===== src/rtl/fsk_pkg.sv =====
// fsk_pkg: shared state encoding, CRC constants and default sync word for the FSK deframer
package fsk_pkg;
  typedef enum logic [1:0] {S_HUNT, S_LEN, S_PAYLOAD, S_CRC} state_t;
  localparam logic [15:0] CRC_POLY = 16'h1021;
  localparam logic [15:0] CRC_INIT = 16'hFFFF;
  localparam logic [15:0] SYNC_DEFAULT = 16'hD391;
  function automatic logic [15:0] crc16_step(input logic [15:0] c, input logic b);
    return {c[14:0], 1'b0} ^ ((c[15] ^ b) ? CRC_POLY : 16'h0000);
  endfunction
endpackage


===== src/rtl/crc16_serial.sv =====
// crc16_serial: one-bit-per-cycle CRC-16-CCITT LFSR
module crc16_serial
  import fsk_pkg::*;
(
  input  logic        clk,
  input  logic        rst,
  input  logic        init,
  input  logic        bit_en,
  input  logic        bit_in,
  output logic [15:0] crc
);
  // init wins over a bit so a fresh frame always starts from CRC_INIT
  always_ff @(posedge clk)
    if (rst) crc <= '0;
    else if (init) crc <= CRC_INIT;
    else if (bit_en) crc <= crc16_step(crc, bit_in);
endmodule


===== src/rtl/fsk_deframer.sv =====
// fsk_deframer: sync hunt, length/payload extraction and CRC check of FSK bit frames
module fsk_deframer
  import fsk_pkg::*;
#(
  parameter logic [15:0] SYNC_WORD = SYNC_DEFAULT,
  parameter int          MAX_LEN   = 64
) (
  input  logic       clk,
  input  logic       rst,
  input  logic       en,
  input  logic       bit_in,
  input  logic       bit_valid,
  output logic [7:0] data_out,
  output logic       data_valid,
  output logic       pkt_start,
  output logic [7:0] pkt_len,
  output logic       pkt_done,
  output logic       crc_ok,
  output logic       len_err,
  output logic       busy
);
  localparam int BW = $clog2(MAX_LEN + 1);
  state_t state, state_d;
  logic [15:0] sr, crc_rx, crc;
  logic [7:0] byte_sr;
  logic [2:0] bit_cnt;
  logic [BW-1:0] byte_cnt;
  logic take, crc_init, crc_en, start_d, dv_d, done_d, len_err_d;
  logic [15:0] sr_nxt, crc_rx_nxt;
  logic [7:0] byte_nxt, cnt_nxt;
  assign take = en & bit_valid;
  assign sr_nxt = {sr[14:0], bit_in};
  assign crc_rx_nxt = {crc_rx[14:0], bit_in};
  assign byte_nxt = {byte_sr[6:0], bit_in};
  assign cnt_nxt = 8'(byte_cnt) + 8'd1;
  assign busy = state != S_HUNT;
  crc16_serial u_crc (
    .clk(clk),
    .rst(rst),
    .init(crc_init),
    .bit_en(crc_en),
    .bit_in(bit_in),
    .crc(crc)
  );
  // state register
  always_ff @(posedge clk)
    if (rst) state <= S_HUNT;
    else state <= state_d;
  // next state and per-bit strobes; everything advances only on a consumed bit
  always_comb begin
    state_d = state;
    crc_init = 1'b0;
    crc_en = 1'b0;
    start_d = 1'b0;
    dv_d = 1'b0;
    done_d = 1'b0;
    len_err_d = 1'b0;
    if (take)
      case (state)
        S_HUNT:
          if (sr_nxt == SYNC_WORD) begin
            state_d = S_LEN;
            crc_init = 1'b1;
            start_d = 1'b1;
          end
        S_LEN: begin
          crc_en = 1'b1;
          if (bit_cnt == 3'd7) begin
            len_err_d = int'({24'd0, byte_nxt}) > MAX_LEN;
            state_d = len_err_d ? S_HUNT : (byte_nxt == 8'd0 ? S_CRC : S_PAYLOAD);
          end
        end
        S_PAYLOAD: begin
          crc_en = 1'b1;
          dv_d = bit_cnt == 3'd7;
          state_d = (dv_d && cnt_nxt == pkt_len) ? S_CRC : S_PAYLOAD;
        end
        default: begin
          done_d = {byte_cnt[0], bit_cnt} == 4'hF;
          state_d = done_d ? S_HUNT : S_CRC;
        end
      endcase
  end
  // datapath: shifters, counters and registered output pulses
  always_ff @(posedge clk)
    if (rst) begin
      sr <= '0;
      crc_rx <= '0;
      byte_sr <= '0;
      bit_cnt <= '0;
      byte_cnt <= '0;
      data_out <= '0;
      pkt_len <= '0;
      data_valid <= 1'b0;
      pkt_start <= 1'b0;
      pkt_done <= 1'b0;
      crc_ok <= 1'b0;
      len_err <= 1'b0;
    end else begin
      data_valid <= dv_d;
      pkt_start <= start_d;
      pkt_done <= done_d;
      len_err <= len_err_d;
      crc_ok <= done_d && crc_rx_nxt == crc;
      if (take) begin
        sr <= (state == S_HUNT && state_d == S_HUNT) ? sr_nxt : '0;
        crc_rx <= crc_rx_nxt;
        byte_sr <= byte_nxt;
        bit_cnt <= state == S_HUNT ? 3'd0 : bit_cnt + 3'd1;
        byte_cnt <= state_d != state ? '0 : (bit_cnt == 3'd7 ? byte_cnt + BW'(1) : byte_cnt);
        data_out <= dv_d ? byte_nxt : data_out;
        pkt_len <= (state == S_LEN && bit_cnt == 3'd7) ? byte_nxt : pkt_len;
      end
    end
endmodule


===== config.mk =====
export PLATFORM = sky130hd
export DESIGN_NAME = fsk_deframer
export DESIGN_NICKNAME = d
export VERILOG_FILES = /design/src/rtl/fsk_pkg.sv /design/src/rtl/crc16_serial.sv /design/src/rtl/fsk_deframer.sv
export SDC_FILE = /design/constraint.sdc
export NUM_CORES = 1
export LEC_CHECK = 0
export ABC_AREA = 1
export BUFFER_PORTS_ARGS = -buffer_cell sky130_fd_sc_hd__buf_2
export CAP_MARGIN = 20
export CORE_MARGIN = 5
export CORE_UTILIZATION = 55
export DETAILED_ROUTE_END_ITERATION = 10
export GPL_ROUTABILITY_DRIVEN = 0
export PLACE_DENSITY = 0.83
export RECOVER_POWER = 100
export SYNTH_ARGS = -nofsm -noshare
export SYNTH_HDL_FRONTEND = slang
export SYNTH_HIERARCHICAL = 1
export SYNTH_SLANG_ARGS = --single-unit

===== constraint.sdc =====
create_clock -name clk -period 2.52 [get_ports clk]
set_input_delay 0.126 -clock clk [delete_from_list [all_inputs] [get_ports clk]]
set_output_delay 0.126 -clock clk [all_outputs]
set_load 0.1 [all_outputs]

==> results by group <==
Power
  – Pwr Density: approximately 620 nW/um2
  – IR Drop Worst-Case VDD: 340.5 uV
  – Leakage power: roughly 1.6 nW

Floorplan
  – Height of the die: 93.34 um
  – Number of core rows: 30
  – Starting density of the core: 0.5622
  – Core area: 6794 um2
  – Die footprint: 8712 um2
  – Boundary Pins: 27
  – Floorplan die width: a little over 90 um

GRT
  – First-pass GRT wire length: 14.47 mm
  – Maximum number of pins on one net before global-route repair: 39
  – All-Layer GR Usage: 0.2057
  – Number of global-route vias before repair: 3226
  – Number of antenna violations at the first check in global routing: 0
  – Total congestion overflow after global routing: 0

Critical path
  – Data arrival time at the worst-slack endpoint: 2.55 ns
  – Critical Path Source Type: register
  – Largest delay contributor family on the critical path: simple AND/OR/NAND/NOR gates
  – Sequence of cells on the critical path: inv_1 -> ha_1 -> nand3_1 -> nor2_1 -> nor2_2 -> clkbuf_2 -> a211oi_1
  – Crit path buffers/inverters: 2
  – CP Capture Type: register
  – Category of the most critical setup path: register to register
  – Maximum fanout count along the critical path: 11
  – Critical path required time: between 2 and 3 ns
  – CP max-delay cell: sky130_fd_sc_hd__nor2_1
  – Delay of the slowest cell on the worst path: 0.62 ns

Yosys
  – Distinct cell type count after synthesis: 34
  – Largest family of logic cells by synthesized area: simple AND/OR/NAND/NOR gates
  – Synthesized area per cell: 7.432 um2
  – Synth Warn #: 6
  – Synth Instances: 514
  – Synth Net Count: 527
  – Post-synthesis share of cell area spent on full adders, half adders and majority gates: 0.02620
  – Fraction of the mapped netlist area in compound gates: 0.1775
  – Sequential cell area fraction in the yosys report: 0.4140
  – Post-synthesis simple-gate area fraction: 0.2751
  – Netlist area before placement: 3820 um2
  – Fraction of synthesized area in multiplexers: 0
  – Flip-flop and latch count after synthesis: 79
  – Xor and xnor fraction of the mapped netlist area: 0.02064

Clocking
  – Max H-tree Level: 3
  – Clock tree root driver cell: sky130_fd_sc_hd__clkbuf_8
  – Clock network latency to the later pin of the worst-skew pair: roughly 0.35 ns
  – Number of buffers created by CTS: 9
  – TritonCTS clock tree: built
  – # Post-CTS Setup Buffers: 0
  – Number of gates given a new drive strength after cts: 0
  – Clock Pin Slew Worst Setup and Hold Paths: 0.09 ns
  – Clock Sink Count: between 70 and 80
  – Maximum number of buffers from clock root to sink: 2
  – Number of hold buffers added after CTS: 0

Detailed routing
  – Routed Antenna Nets: 0
  – Via density per instance: 5.418
  – Per-cell routed wire length: between 10 and 15 um
  – First-iteration detailed-routing DRC count: 193
  – Via total after detailed routing: 3484
  – Routed wire length: 8.668 mm
  – Number of remaining DRC errors: 0
  – First-pass iteration count of the detailed router: 5

Place
  – Quantity of I/O buffers inserted on ports: 26
  – Cells after DPL: 627
  – HPWL reported at the end of detailed placement: 6.105 mm

Timing
  – Period utilisation layout: 0.9064
  – Worst-margin pin slew: 1.274 ns
  – Worst clock skew: 0.01024 ns
  – Top achievable clock speed: 437.8 MHz
  – Final Max Tran Viols: 0
  – Total negative slack for setup checks: 0 ns
  – Minimum clock period after layout: approximately 2.3 ns
  – Worst max-slew margin expressed relative to the limit: 0.1510
  – Final setup fails: 0
  – Unrepaired setup endpoints after global routing: no
  – Final hold violations: 0

Cells and area
  – Share of final-layout standard cells stronger than drive strength 1: 0.1005
  – Layout overhead on the synthesized area: 9.139%
  – Total inserted antenna cells: 0
  – Finished Layout Cells: roughly 640
  – Post-layout net count: 555

Run
  – Max-capacitance violation count: 0

Outcome
  – Outcome: completed

Hold path
  – HP Class: input pin to register
-- worst register-to-register path: cells and delay by family, from the launching register on --
kind                       cells  cell delay [ns]
and+or+nand+nor                3             0.96
DFF                            1             0.39
buffers and inverters          2             0.39
AOI/OAI and AO/OA              1             0.24
adders and majority gates      1             0.24
-- synthesized netlist by cell type --
cell type / number / area [um2]
sky130_fd_sc_hd__a211oi_2: 4 / 50.05
sky130_fd_sc_hd__o21ai_1: 1 / 5.000
sky130_fd_sc_hd__nand2_1: 88 / 330.3
sky130_fd_sc_hd__clkbuf_1: 13 / 48.80
sky130_fd_sc_hd__a221oi_1: 3 / 26.28
sky130_fd_sc_hd__nand3_2: 10 / 100.1
sky130_fd_sc_hd__ha_1: 8 / 100.1
sky130_fd_sc_hd__o21ai_4: 1 / 16.27
sky130_fd_sc_hd__a21oi_1: 50 / 250.2
sky130_fd_sc_hd__or2_2: 4 / 25.02
sky130_fd_sc_hd__buf_12: 1 / 20.02
sky130_fd_sc_hd__buf_2: 2 / 10.01
sky130_fd_sc_hd__o21ai_0: 41 / 205.2
sky130_fd_sc_hd__nor2_1: 55 / 206.5
sky130_fd_sc_hd__xor2_1: 3 / 26.28
sky130_fd_sc_hd__clkinv_1: 1 / 3.750
sky130_fd_sc_hd__buf_6: 2 / 22.52
sky130_fd_sc_hd__a21oi_2: 11 / 96.34
sky130_fd_sc_hd__inv_2: 3 / 11.26
sky130_fd_sc_hd__o21a_1: 1 / 7.510
sky130_fd_sc_hd__nand2_2: 3 / 18.77
sky130_fd_sc_hd__nand4_1: 8 / 50.05
sky130_fd_sc_hd__inv_1: 56 / 210.2
sky130_fd_sc_hd__a211oi_1: 1 / 7.510
sky130_fd_sc_hd__xnor2_1: 6 / 52.55
sky130_fd_sc_hd__nor2_4: 3 / 33.78
sky130_fd_sc_hd__nor3_1: 11 / 55.05
sky130_fd_sc_hd__o22ai_1: 1 / 6.260
sky130_fd_sc_hd__o211ai_1: 1 / 7.510
sky130_fd_sc_hd__nand3b_1: 8 / 60.06
sky130_fd_sc_hd__buf_1: 1 / 3.750
sky130_fd_sc_hd__dfxtp_1: 79 / 1582
sky130_fd_sc_hd__nand3_1: 33 / 165.2
sky130_fd_sc_hd__nor2_2: 1 / 6.260
-- through the flow --
stage / hold slack, ns / setup WS, ns / area [um2] / utilization / power [mW]
after detailed placement: 0.4590 / 0.3076 / 4040 / 0.5947 / 1.574
after floorplan: 0.2709 / 0.05283 / 3820 / - / 1.524
after global routing: 0.1918 / 0.004537 / 4169 / 0.6136 / 2.718
after global placement: 0.4538 / 0.4049 / 4040 / 0.5947 / 1.568
after CTS: 0.1623 / 0.2715 / 4269 / 0.6284 / 2.632
final: 0.1749 / 0.2359 / 4169 / 0.6136 / 2.605
-- power breakdown --
| group | internal (mW) | switching, mW | total, mW |
|---|---|---|---|
| combinational | 0.0712 | 0.164 | 0.235 |
| clock | 0.571 | 0.494 | 1.07 |
| sequential | 1.27 | 0.0293 | 1.30 |
| total | 1.92 | 0.687 | 2.60 |
-- sequential cells by signal (all words and copies together), names as in the netlist, 2 cells and up --
signal,flops
state,2
pkt_len,8
byte_cnt,7
bit_cnt,3
u_crc/crc,16
sr,15
crc_rx,15
data_out,8
-- per-layer routing --
layer	track usage	part of all wire	wire, um	vias to the layer above
li1	-	-	-	1742
met1	0.2627	0.44	3806	1609
met2	0.3359	0.47	4093	116
met3	0.03781	0.066	570	17
met4	0.09402	0.023	197	0
met5	0	0	0	-
-- cell usage in the layout (no fill, tap or decap), types with 3 or more instances in the layout --
master	instances
sky130_fd_sc_hd__xor2_1	3
sky130_fd_sc_hd__xnor2_1	6
sky130_fd_sc_hd__nor2_4	3
sky130_fd_sc_hd__nor2_1	55
sky130_fd_sc_hd__inv_1	56
sky130_fd_sc_hd__a221oi_1	3
sky130_fd_sc_hd__nand3_1	42
sky130_fd_sc_hd__nand2_1	89
sky130_fd_sc_hd__buf_4	5
sky130_fd_sc_hd__ha_1	8
sky130_fd_sc_hd__or2_2	4
sky130_fd_sc_hd__clkbuf_8	9
sky130_fd_sc_hd__o21ai_0	41
sky130_fd_sc_hd__clkbuf_1	25
sky130_fd_sc_hd__nor3_1	11
sky130_fd_sc_hd__nand4_1	8
sky130_fd_sc_hd__a21oi_1	51
sky130_fd_sc_hd__dfxtp_1	79
sky130_fd_sc_hd__a211oi_2	3
sky130_fd_sc_hd__buf_2	4
sky130_fd_sc_hd__a21oi_2	10
sky130_fd_sc_hd__nand3b_1	8
sky130_fd_sc_hd__inv_2	3
-- worst paths after layout --
path / from / to / slack, ns / cells after the start
worst max-delay path: state[0]$_SDFF_PP0_ / u_crc/crc[14]$_SDFFE_PP0P_ / 0.24 / 7
worst min-delay path: bit_in / pkt_len[0]$_SDFFE_PP0P_ / 0.17 / 3
worst max register to register: state[0]$_SDFF_PP0_ / u_crc/crc[14]$_SDFFE_PP0P_ / 0.24 / 7
worst min register to register: bit_cnt[1]$_SDFFE_PP0P_ / bit_cnt[1]$_SDFFE_PP0P_ / 0.47 / 2
-- cells by family (layout without fill, tap and decap cells) --
family	count (synthesis)	in the layout
simple gates	224	224
compound gates	115	115
flops	79	79
buf+inv	79	112
xor+xnor	9	9
fa+ha+maj	8	8
-- cell type report --
cell class | count | area (um2)
Clock buffer | 9 | 123.9
Inverter | 60 | 225.2
Timing Repair Buffer | 36 | 161.4
Tap cell | 96 | 120.1
Fill cell | 614 | 2625
Sequential cell | 79 | 1582
Multi-Input combinational cell | 356 | 1852
Clock inverter | 7 | 105.1
Note: power is estimated with default switching activity, not from simulation.
